==> config.mk <==
export PLATFORM = sky130hd
export DESIGN_NAME = apb_master
export DESIGN_NICKNAME = d
export VERILOG_FILES = /design/src/rtl/apb_master.sv
export SDC_FILE = /design/constraint.sdc
export NUM_CORES = 1
export LEC_CHECK = 0
export CORE_MARGIN = 5
export CORE_UTILIZATION = 38
export CTS_CLUSTER_SIZE = 16
export DETAILED_ROUTE_END_ITERATION = 10
export PLACE_DENSITY = 0.84
export SYNTH_ARGS = -nofsm -noshare
export SYNTH_HDL_FRONTEND = slang
export SYNTH_SLANG_ARGS = --single-unit
export TNS_END_PERCENT = 10
==> constraint.sdc <==
create_clock -name pclk -period 1.75 [get_ports pclk]
set_input_delay 0.175 -clock pclk [delete_from_list [all_inputs] [get_ports pclk]]
set_output_delay 0.175 -clock pclk [all_outputs]
set_load 0.01 [all_outputs]
==> src/rtl/apb_master.sv <==
// apb_master: turns a valid/ready command stream into single APB transfers.
//
// Parameters
//   ADDR_W          address width (cmd_addr, paddr)
//   DATA_W          data width (cmd_wdata, pwdata, prdata, rsp_rdata); strobes are DATA_W/8
//   TIMEOUT_CYCLES  ACCESS cycles without pready before the transfer is aborted
//
// Optional feature
//   APB_MASTER_TIMEOUT_EN  when defined, an ACCESS phase that never sees pready is aborted
//                          after TIMEOUT_CYCLES cycles with rsp_err=1 and rsp_rdata=0.
//                          When undefined, ACCESS waits for pready indefinitely.
//
// Ports
//   pclk, rst                      clock (rising edge), synchronous active-low reset
//   cmd_valid/cmd_ready            command handshake; cmd_ready is high only in IDLE
//   cmd_write/addr/wdata/strb      command payload, captured on acceptance
//   rsp_valid/rsp_ready            response handshake; response held until consumed
//   rsp_rdata, rsp_err             read data (0 for writes/aborts), error status
//   psel/penable/pwrite/paddr/
//   pwdata/pstrb                   APB requester outputs (all registered)
//   pready/prdata/pslverr          APB completer inputs
//   busy                           high in SETUP or ACCESS
//
// Every output is a flop or a decode of the state register; no input reaches an
// output combinationally.

module apb_master #(
  parameter int unsigned ADDR_W         = 32,
  parameter int unsigned DATA_W         = 32,
  parameter int unsigned TIMEOUT_CYCLES = 16
) (
  input  logic                pclk,
  input  logic                rst,
  input  logic                cmd_valid,
  output logic                cmd_ready,
  input  logic                cmd_write,
  input  logic [ADDR_W-1:0]   cmd_addr,
  input  logic [DATA_W-1:0]   cmd_wdata,
  input  logic [DATA_W/8-1:0] cmd_strb,
  output logic                rsp_valid,
  input  logic                rsp_ready,
  output logic [DATA_W-1:0]   rsp_rdata,
  output logic                rsp_err,
  output logic                psel,
  output logic                penable,
  output logic                pwrite,
  output logic [ADDR_W-1:0]   paddr,
  output logic [DATA_W-1:0]   pwdata,
  output logic [DATA_W/8-1:0] pstrb,
  input  logic                pready,
  input  logic [DATA_W-1:0]   prdata,
  input  logic                pslverr,
  output logic                busy
);

  localparam int unsigned StrbW = DATA_W / 8;

  typedef enum logic [1:0] {StIdle, StSetup, StAccess, StResp} state_e;

  state_e              state_q, state_d;
  logic                cmd_ready_q, cmd_ready_d;
  logic                pwrite_q, pwrite_d;
  logic [ADDR_W-1:0]   paddr_q, paddr_d;
  logic [DATA_W-1:0]   pwdata_q, pwdata_d;
  logic [StrbW-1:0]    pstrb_q, pstrb_d;
  logic [DATA_W-1:0]   rsp_rdata_q, rsp_rdata_d;
  logic                rsp_err_q, rsp_err_d;

`ifdef APB_MASTER_TIMEOUT_EN
  localparam int unsigned CntW = $clog2(TIMEOUT_CYCLES) + 1;
  logic [CntW-1:0] to_cnt_q, to_cnt_d;
`else
  // Parameter is only meaningful with the timeout feature compiled in.
  logic unused_timeout_cfg;
  assign unused_timeout_cfg = ^TIMEOUT_CYCLES;
`endif

  always_comb begin
    state_d     = state_q;
    pwrite_d    = pwrite_q;
    paddr_d     = paddr_q;
    pwdata_d    = pwdata_q;
    pstrb_d     = pstrb_q;
    rsp_rdata_d = rsp_rdata_q;
    rsp_err_d   = rsp_err_q;
`ifdef APB_MASTER_TIMEOUT_EN
    to_cnt_d    = to_cnt_q;
`endif

    unique case (state_q)
      StIdle: begin
        // cmd_ready_q gates acceptance so the first cycle after reset release,
        // when cmd_ready is still low, never takes a command.
        if (cmd_valid && cmd_ready_q) begin
          pwrite_d = cmd_write;
          paddr_d  = cmd_addr;
          pwdata_d = cmd_wdata;
          pstrb_d  = cmd_write ? cmd_strb : '0;
          state_d  = StSetup;
        end
      end
      StSetup: begin
        state_d = StAccess;
`ifdef APB_MASTER_TIMEOUT_EN
        to_cnt_d = '0;
`endif
      end
      StAccess: begin
        if (pready) begin
          rsp_rdata_d = pwrite_q ? '0 : prdata;
          rsp_err_d   = pslverr;
          pwrite_d    = 1'b0;
          paddr_d     = '0;
          pwdata_d    = '0;
          pstrb_d     = '0;
          state_d     = StResp;
        end
`ifdef APB_MASTER_TIMEOUT_EN
        // Abort when this wait cycle brings the count to TIMEOUT_CYCLES.
        else if (to_cnt_q == CntW'(TIMEOUT_CYCLES - 1)) begin
          to_cnt_d    = to_cnt_q + 1'b1;
          rsp_rdata_d = '0;
          rsp_err_d   = 1'b1;
          pwrite_d    = 1'b0;
          paddr_d     = '0;
          pwdata_d    = '0;
          pstrb_d     = '0;
          state_d     = StResp;
        end else begin
          to_cnt_d = to_cnt_q + 1'b1;
        end
`endif
      end
      StResp: begin
        if (rsp_ready) begin
          rsp_rdata_d = '0;
          rsp_err_d   = 1'b0;
          state_d     = StIdle;
        end
      end
      default: state_d = StIdle;
    endcase

    cmd_ready_d = (state_d == StIdle);
  end

  always_ff @(posedge pclk) begin
    if (!rst) begin
      state_q     <= StIdle;
      cmd_ready_q <= 1'b0;
      pwrite_q    <= 1'b0;
      paddr_q     <= '0;
      pwdata_q    <= '0;
      pstrb_q     <= '0;
      rsp_rdata_q <= '0;
      rsp_err_q   <= 1'b0;
`ifdef APB_MASTER_TIMEOUT_EN
      to_cnt_q    <= '0;
`endif
    end else begin
      state_q     <= state_d;
      cmd_ready_q <= cmd_ready_d;
      pwrite_q    <= pwrite_d;
      paddr_q     <= paddr_d;
      pwdata_q    <= pwdata_d;
      pstrb_q     <= pstrb_d;
      rsp_rdata_q <= rsp_rdata_d;
      rsp_err_q   <= rsp_err_d;
`ifdef APB_MASTER_TIMEOUT_EN
      to_cnt_q    <= to_cnt_d;
`endif
    end
  end

  assign cmd_ready = cmd_ready_q;
  assign psel      = (state_q == StSetup) || (state_q == StAccess);
  assign penable   = (state_q == StAccess);
  assign busy      = psel;
  assign rsp_valid = (state_q == StResp);
  assign pwrite    = pwrite_q;
  assign paddr     = paddr_q;
  assign pwdata    = pwdata_q;
  assign pstrb     = pstrb_q;
  assign rsp_rdata = rsp_rdata_q;
  assign rsp_err   = rsp_err_q;

endmodule
# [Word-level counts from Yosys, hierarchy flattened]
# Index checks and enable logic that the tools add are counted.
[classes] n_eq_ne=6 mux=23 reduce_logical=8
[op_table] operator="32-bit 2-to-1 mux" n=6
[op_table] operator="32-bit one-hot mux with 2 select lines" n=3
[op_table] operator="4-bit 2-to-1 mux" n=3
[op_table] operator="2-bit one-hot mux with 4 select lines" n=1
[op_table] operator="4-bit one-hot mux with 2 select lines" n=1
[op_table] operator="2-bit 2-to-1 mux" n=3
[op_table] operator="3-bit AND reduction" n=2
[op_table] operator="2-bit equality test (second input constant)" n=2
[op_table] operator="2-bit zero test" n=2
[op_table] operator="1-bit 2-to-1 mux" n=4
[op_table] operator="2-bit by 1-bit inequality test with 1-bit output (second input constant)" n=2
[op_table] operator="1-bit one-hot mux with 2 select lines" n=2
[op_table] operator="2-bit nonzero test" n=2
[op_table] operator="2-bit by 1-bit equality test with 1-bit output (second input constant)" n=1
[op_table] operator="2-bit inequality test (second input constant)" n=1
[op_table] operator="1-bit logical AND" n=1
[op_table] operator="1-bit logical OR" n=1
[totals] regBits=105 inputBits=107 output_inout_bits=107 elab_cells=45

# [Logic depth before layout (Yosys ltp)]
[depth] word_depth=4 mapped_depth=8 depth_no_buf=5

# [Least setup slack after synthesis]
# OpenSTA, ideal clock, no wires.
[synth_path] path_type="reg2reg" start="reg state_q[0]" end="reg pstrb_q[0], in the netlist pstrb[0]" setup_time_ns=0.070 t_arrival_ns=1.707 t_required_ns=1.680 slack_ns=-0.027 stages_incl_launch_ff=8 path_buffers=2 cell_sequence="dfxtp_1 > inv_1 > ha_1 > buf_6 > mux2i_1 > buf_6 > or4b_1 > a21boi_1"
[synth_via] elab_chain_len=3 word_cells_on_any_way=7 cone_classes="3 x eq/ne; 1 x mux; 3 x reduce/logical"
[synth_rtl] item="start: declaration" line_no="60" text="state_e state_q, state_d;"
[synth_rtl] item="start signal: assignment" line_no="149" text="state_q <= StIdle;"
[synth_rtl] item="start signal: assignment" line_no="161" text="state_q <= state_d;"
[synth_rtl] item="2-bit equality test (*)"
[synth_rtl] item="via penable" line_no="45" text="output logic penable,"
[synth_rtl] item="2-bit by 1-bit inequality test with 1-bit output (no line) / 2-bit nonzero test (equally long branches)"
[synth_rtl] item="3-bit AND reduction (no line)"
[synth_rtl] item="end signal: assignment" line_no="166" text="pstrb_q <= pstrb_d;"
[synth_rtl] item="end: declaration" line_no="65" text="logic [StrbW-1:0] pstrb_q, pstrb_d;"
# The timed path passes the listed nets; every way through them passes the cells marked *.
# A chain may end at the register's enable or synchronous reset.

# [Worst setup path after layout]
[layout_path] start="reg state_q[1]" end="reg rsp_rdata_q[0], in the netlist rsp_rdata[0]"
[layout_via] elab_chain_len=3 word_cells_on_any_way=7 cone_classes="4 x eq/ne; 1 x mux; 2 x reduce/logical"
[layout_rtl] item="2-bit equality test" line_no="90" text="unique case (state_q)"
[layout_rtl] item="2-bit by 1-bit inequality test with 1-bit output (no line) / 2-bit nonzero test (equally long branches)"
[layout_rtl] item="3-bit AND reduction (no line)"
[layout_rtl] item="end signal: assignment" line_no="167" text="rsp_rdata_q <= rsp_rdata_d;"
[layout_rtl] item="end: declaration" line_no="66" text="logic [DATA_W-1:0] rsp_rdata_q, rsp_rdata_d;"
# Several ways; a longest one is shown, not always the timed one.

==> impl_metrics.toml <==
[run_status]
status = "finished, final reports clean"

[timing]
worst_slew_pin_slew_ns = 0.503
setup_violations = 0
worst_slack_ns = 0.0848
max_freq_mhz = 601
hold_viol_final = 0
fin_crit_sh = 0.952
post-route-min-period_ns = 1.67
finClkSkew_ns = 0.0144
final_max_slew_viol_count = 0
slew_headroom = 0.664

[layout]
antenna_cells = 0
syn_to_final_growth_pct = 59.7
postLayoutCellArea_um2 = 7490
drive_gt1_frac = 0.0938
nNetsFinal = 810
post-route-util = 0.621

[synth]
yosysUniqueCellTypes = 30
synth_nets = 616
syn_area_um2 = 4690
synth-seq-area-share = 0.448
yosysWarnings = 0
netlist_instances = 505
ys_ff_latch = 105
synth_area_per_cell_um2 = 9.29

[global_routing]
grt_max_degree = 52
grt_pass1_wl_um = 24800
grt_overflow = 0
grt.total_usage = 0.205
grt_pass1_vias = 4773
antenna_found_initial = 0

[setup_path]
timing.rr.start = "state_q[1]"
r2r-end = "rsp_rdata[0]"
worstPathArrival_ns = 1.92
critPathCaptureType = "flip-flop"
reg2reg_depth = 7
crit_buf_inv = 3
worstPathRequired_ns = 2.00
crit_slowest_cell = "dfxtp_4"
path_max_fanout = 8
worstSetupPathType = "flip-flop to flip-flop"
cpPeakStageDelay_ns = 0.38
reg2reg_slack_ns = 0.08
crit_chain = "buf_4 > ha_4 > buf_6 > mux2i_4 > buf_6 > o21ai_0 > a21boi_0"
crit_family = "buffers and inverters"
cpMostUsedCell = "buf_6"
critPathLaunchType = "flip-flop"

[placed_design]
dpl-instance-area_um2 = 7060
gp_congestion = 0.844
hpwl_um = 11400
io_buffers = 213
place_ws_ns = -0.180

[run]
cap_viol_max_count = 0

[worst_hold_path]
min_from = "rst"
hold_end = "state_q[0]"
hold_depth = 2
hold_class = "input port to flip-flop"

[cts]
clock_latency_ns = 0.34
clockBufferDepth = 2
h-tree-depth = 3
cts.sinks = 105
clk_pin_slew_ns = 0.07
cts_tree = "done"
clock-root-buffer = "clkbuf_16"
cts-buffers-inserted = 9

[floorplanning]
start_util = 0.389
io_pins = 214
dieArea_um2 = 14700
num_rows = 40
core_area_um2 = 12100
fp.dieH_um = 121
die_width_um = 121

[routing]
routed_wl_um = 16200
routedWlPerCell_um = 18.6
wl_met1_um = 6760
ant_nets = 0
via_count = 4894
met3WireLength_um = 1040
via_per_inst = 5.61
topRoutingLayerUsed = "met4"
wl_met2_um = 8070
dr.pass1.iters = 8
drc = 0
initialDrtViolationCount = 421

[pwr]
p_leak_uw = 0.00247
p_per_area_nw_per_um2 = 1040
worst_ir_drop_vdd_v = 0.000583
p_total_uw = 7790
[cell families (layout without fill, tap and decap cells)]
group	count (synthesis)	after routing	synth area share
AOI/OAI and AO/OA	209	209	0.282
and+or+nand+nor	116	116	0.192
DFF	105	105	0.448
buffers and inverters	68	267	0.0608
adders and majority gates	4	4	0.0107
muxes	3	3	0.00667
[metal layers]
layer / track usage / vias to the layer above
met4: 0.0772 / 0
li1: - / 2275
met1: 0.263 / 2372
met2: 0.342 / 223
met5: 0 / -
met3: 0.0401 / 24
[cells in the final DEF (no fill, tap or decap), types with 2 or more instances in the layout]
cell and count:
or4b_1 4, nand4b_1 65, ha_4 3, clkinvlp_4 2, nor2b_1 2, buf_4 21, nand4_1 31, o21ai_0 103
inv_6 2, nand2b_1 2, clkbuf_16 9, dfxtp_1 103, dlygate4sd2_1 3, a21boi_0 80, a21boi_1 22, mux2i_4 2
clkdlybuf4s50_1 208, nand3_1 2, buf_6 9, buf_12 5
[what timing repair did]
item | in CTS | in global routing
endpoints found under the setup margin | 93 | 70
pin swaps | 5 | 6
setup buffers | 4 | 0
cloned | 0 | 3
resized for setup | 9 | 31
hold endpoints to repair | 0 | 0
hold buffers | 0 | 0
[sequential cells by signal, indices dropped and copies added (netlist names)]
register and flops:
cmd_ready 1, paddr 32, pstrb 4, pwdata 32
pwrite 1, rsp_err 1, rsp_rdata 32, state_q 2
[final cells by class]
cell class / count / area [µm²]
repair buffers: 249 / 2500
well taps: 168 / 210
fillers: 1000 / 4570
flip-flops and latches: 105 / 2110
multi-input cells: 332 / 2390
inverters: 2 / 7.51
clock inverters: 6 / 48.8
clock buffers: 10 / 229
[cell usage after synthesis]
master | count | area, µm²
buf_6 | 3 | 33.8
nand2_1 | 1 | 3.75
clkbuf_1 | 57 | 214
a21boi_1 | 13 | 97.6
o21ai_0 | 103 | 515
and2_1 | 2 | 12.5
nand4b_1 | 65 | 569
nand2b_1 | 3 | 18.8
nand3_1 | 2 | 10.0
nor2b_1 | 2 | 12.5
buf_2 | 3 | 15.0
or2b_1 | 1 | 7.51
o32a_1 | 1 | 10.0
inv_1 | 2 | 7.51
nor2_1 | 2 | 7.51
or3_1 | 1 | 6.26
nor4b_1 | 1 | 8.76
a21boi_4 | 1 | 18.8
mux2i_1 | 2 | 20.0
buf_4 | 1 | 7.51
a21boi_0 | 89 | 668
buf_1 | 2 | 7.51
ha_1 | 4 | 50.1
nor3b_1 | 1 | 7.51
dfxtp_1 | 105 | 2100
o21a_1 | 1 | 7.51
nand4_1 | 31 | 194
or4b_1 | 4 | 40.0
a21oi_1 | 1 | 5.00
mux2_2 | 1 | 11.3
[worst register-to-register path, cell delays in order (launching register included)]
cell and delay (ns):
dfxtp_4 0.38, buf_4 0.13, ha_4 0.15, buf_6 0.12, mux2i_4 0.37, buf_6 0.19
o21ai_0 0.08, a21boi_0 0.18
[where the power goes]
part	internal (µW)	switching, µW	leakage [µW]
Clock	984	902	0.000131
Combinational	1450	1600	0.00149
Sequential	2680	169	0.000853
[how the worst max path moves through the flow]
stage	startpoint	end	slack, ns	cells past startpoint
after floorplan	state_q[0]	pstrb[0]	0.03	7
after global placement	state_q[1]	rsp_rdata[3]	-0.03	4
after detailed placement	state_q[1]	pwdata[25]	-0.18	5
after CTS	state_q[0]	cmd_ready	-0.03	7
after global routing	state_q[1]	rsp_rdata[28]	-0.02	7
final	state_q[1]	rsp_rdata[0]	0.08	7
[through the flow]
stage	cells	hold slack [ns]	setup TNS, ns
detailed placement	850	0.464	-6.66
global route	872	0.357	-0.0266
CTS	870	0.335	-0.0387
global placement	850	0.459	-0.312
finish	872	0.330	0
floorplan	505	0.328	0
Note: power is estimated with default switching activity, not from simulation.
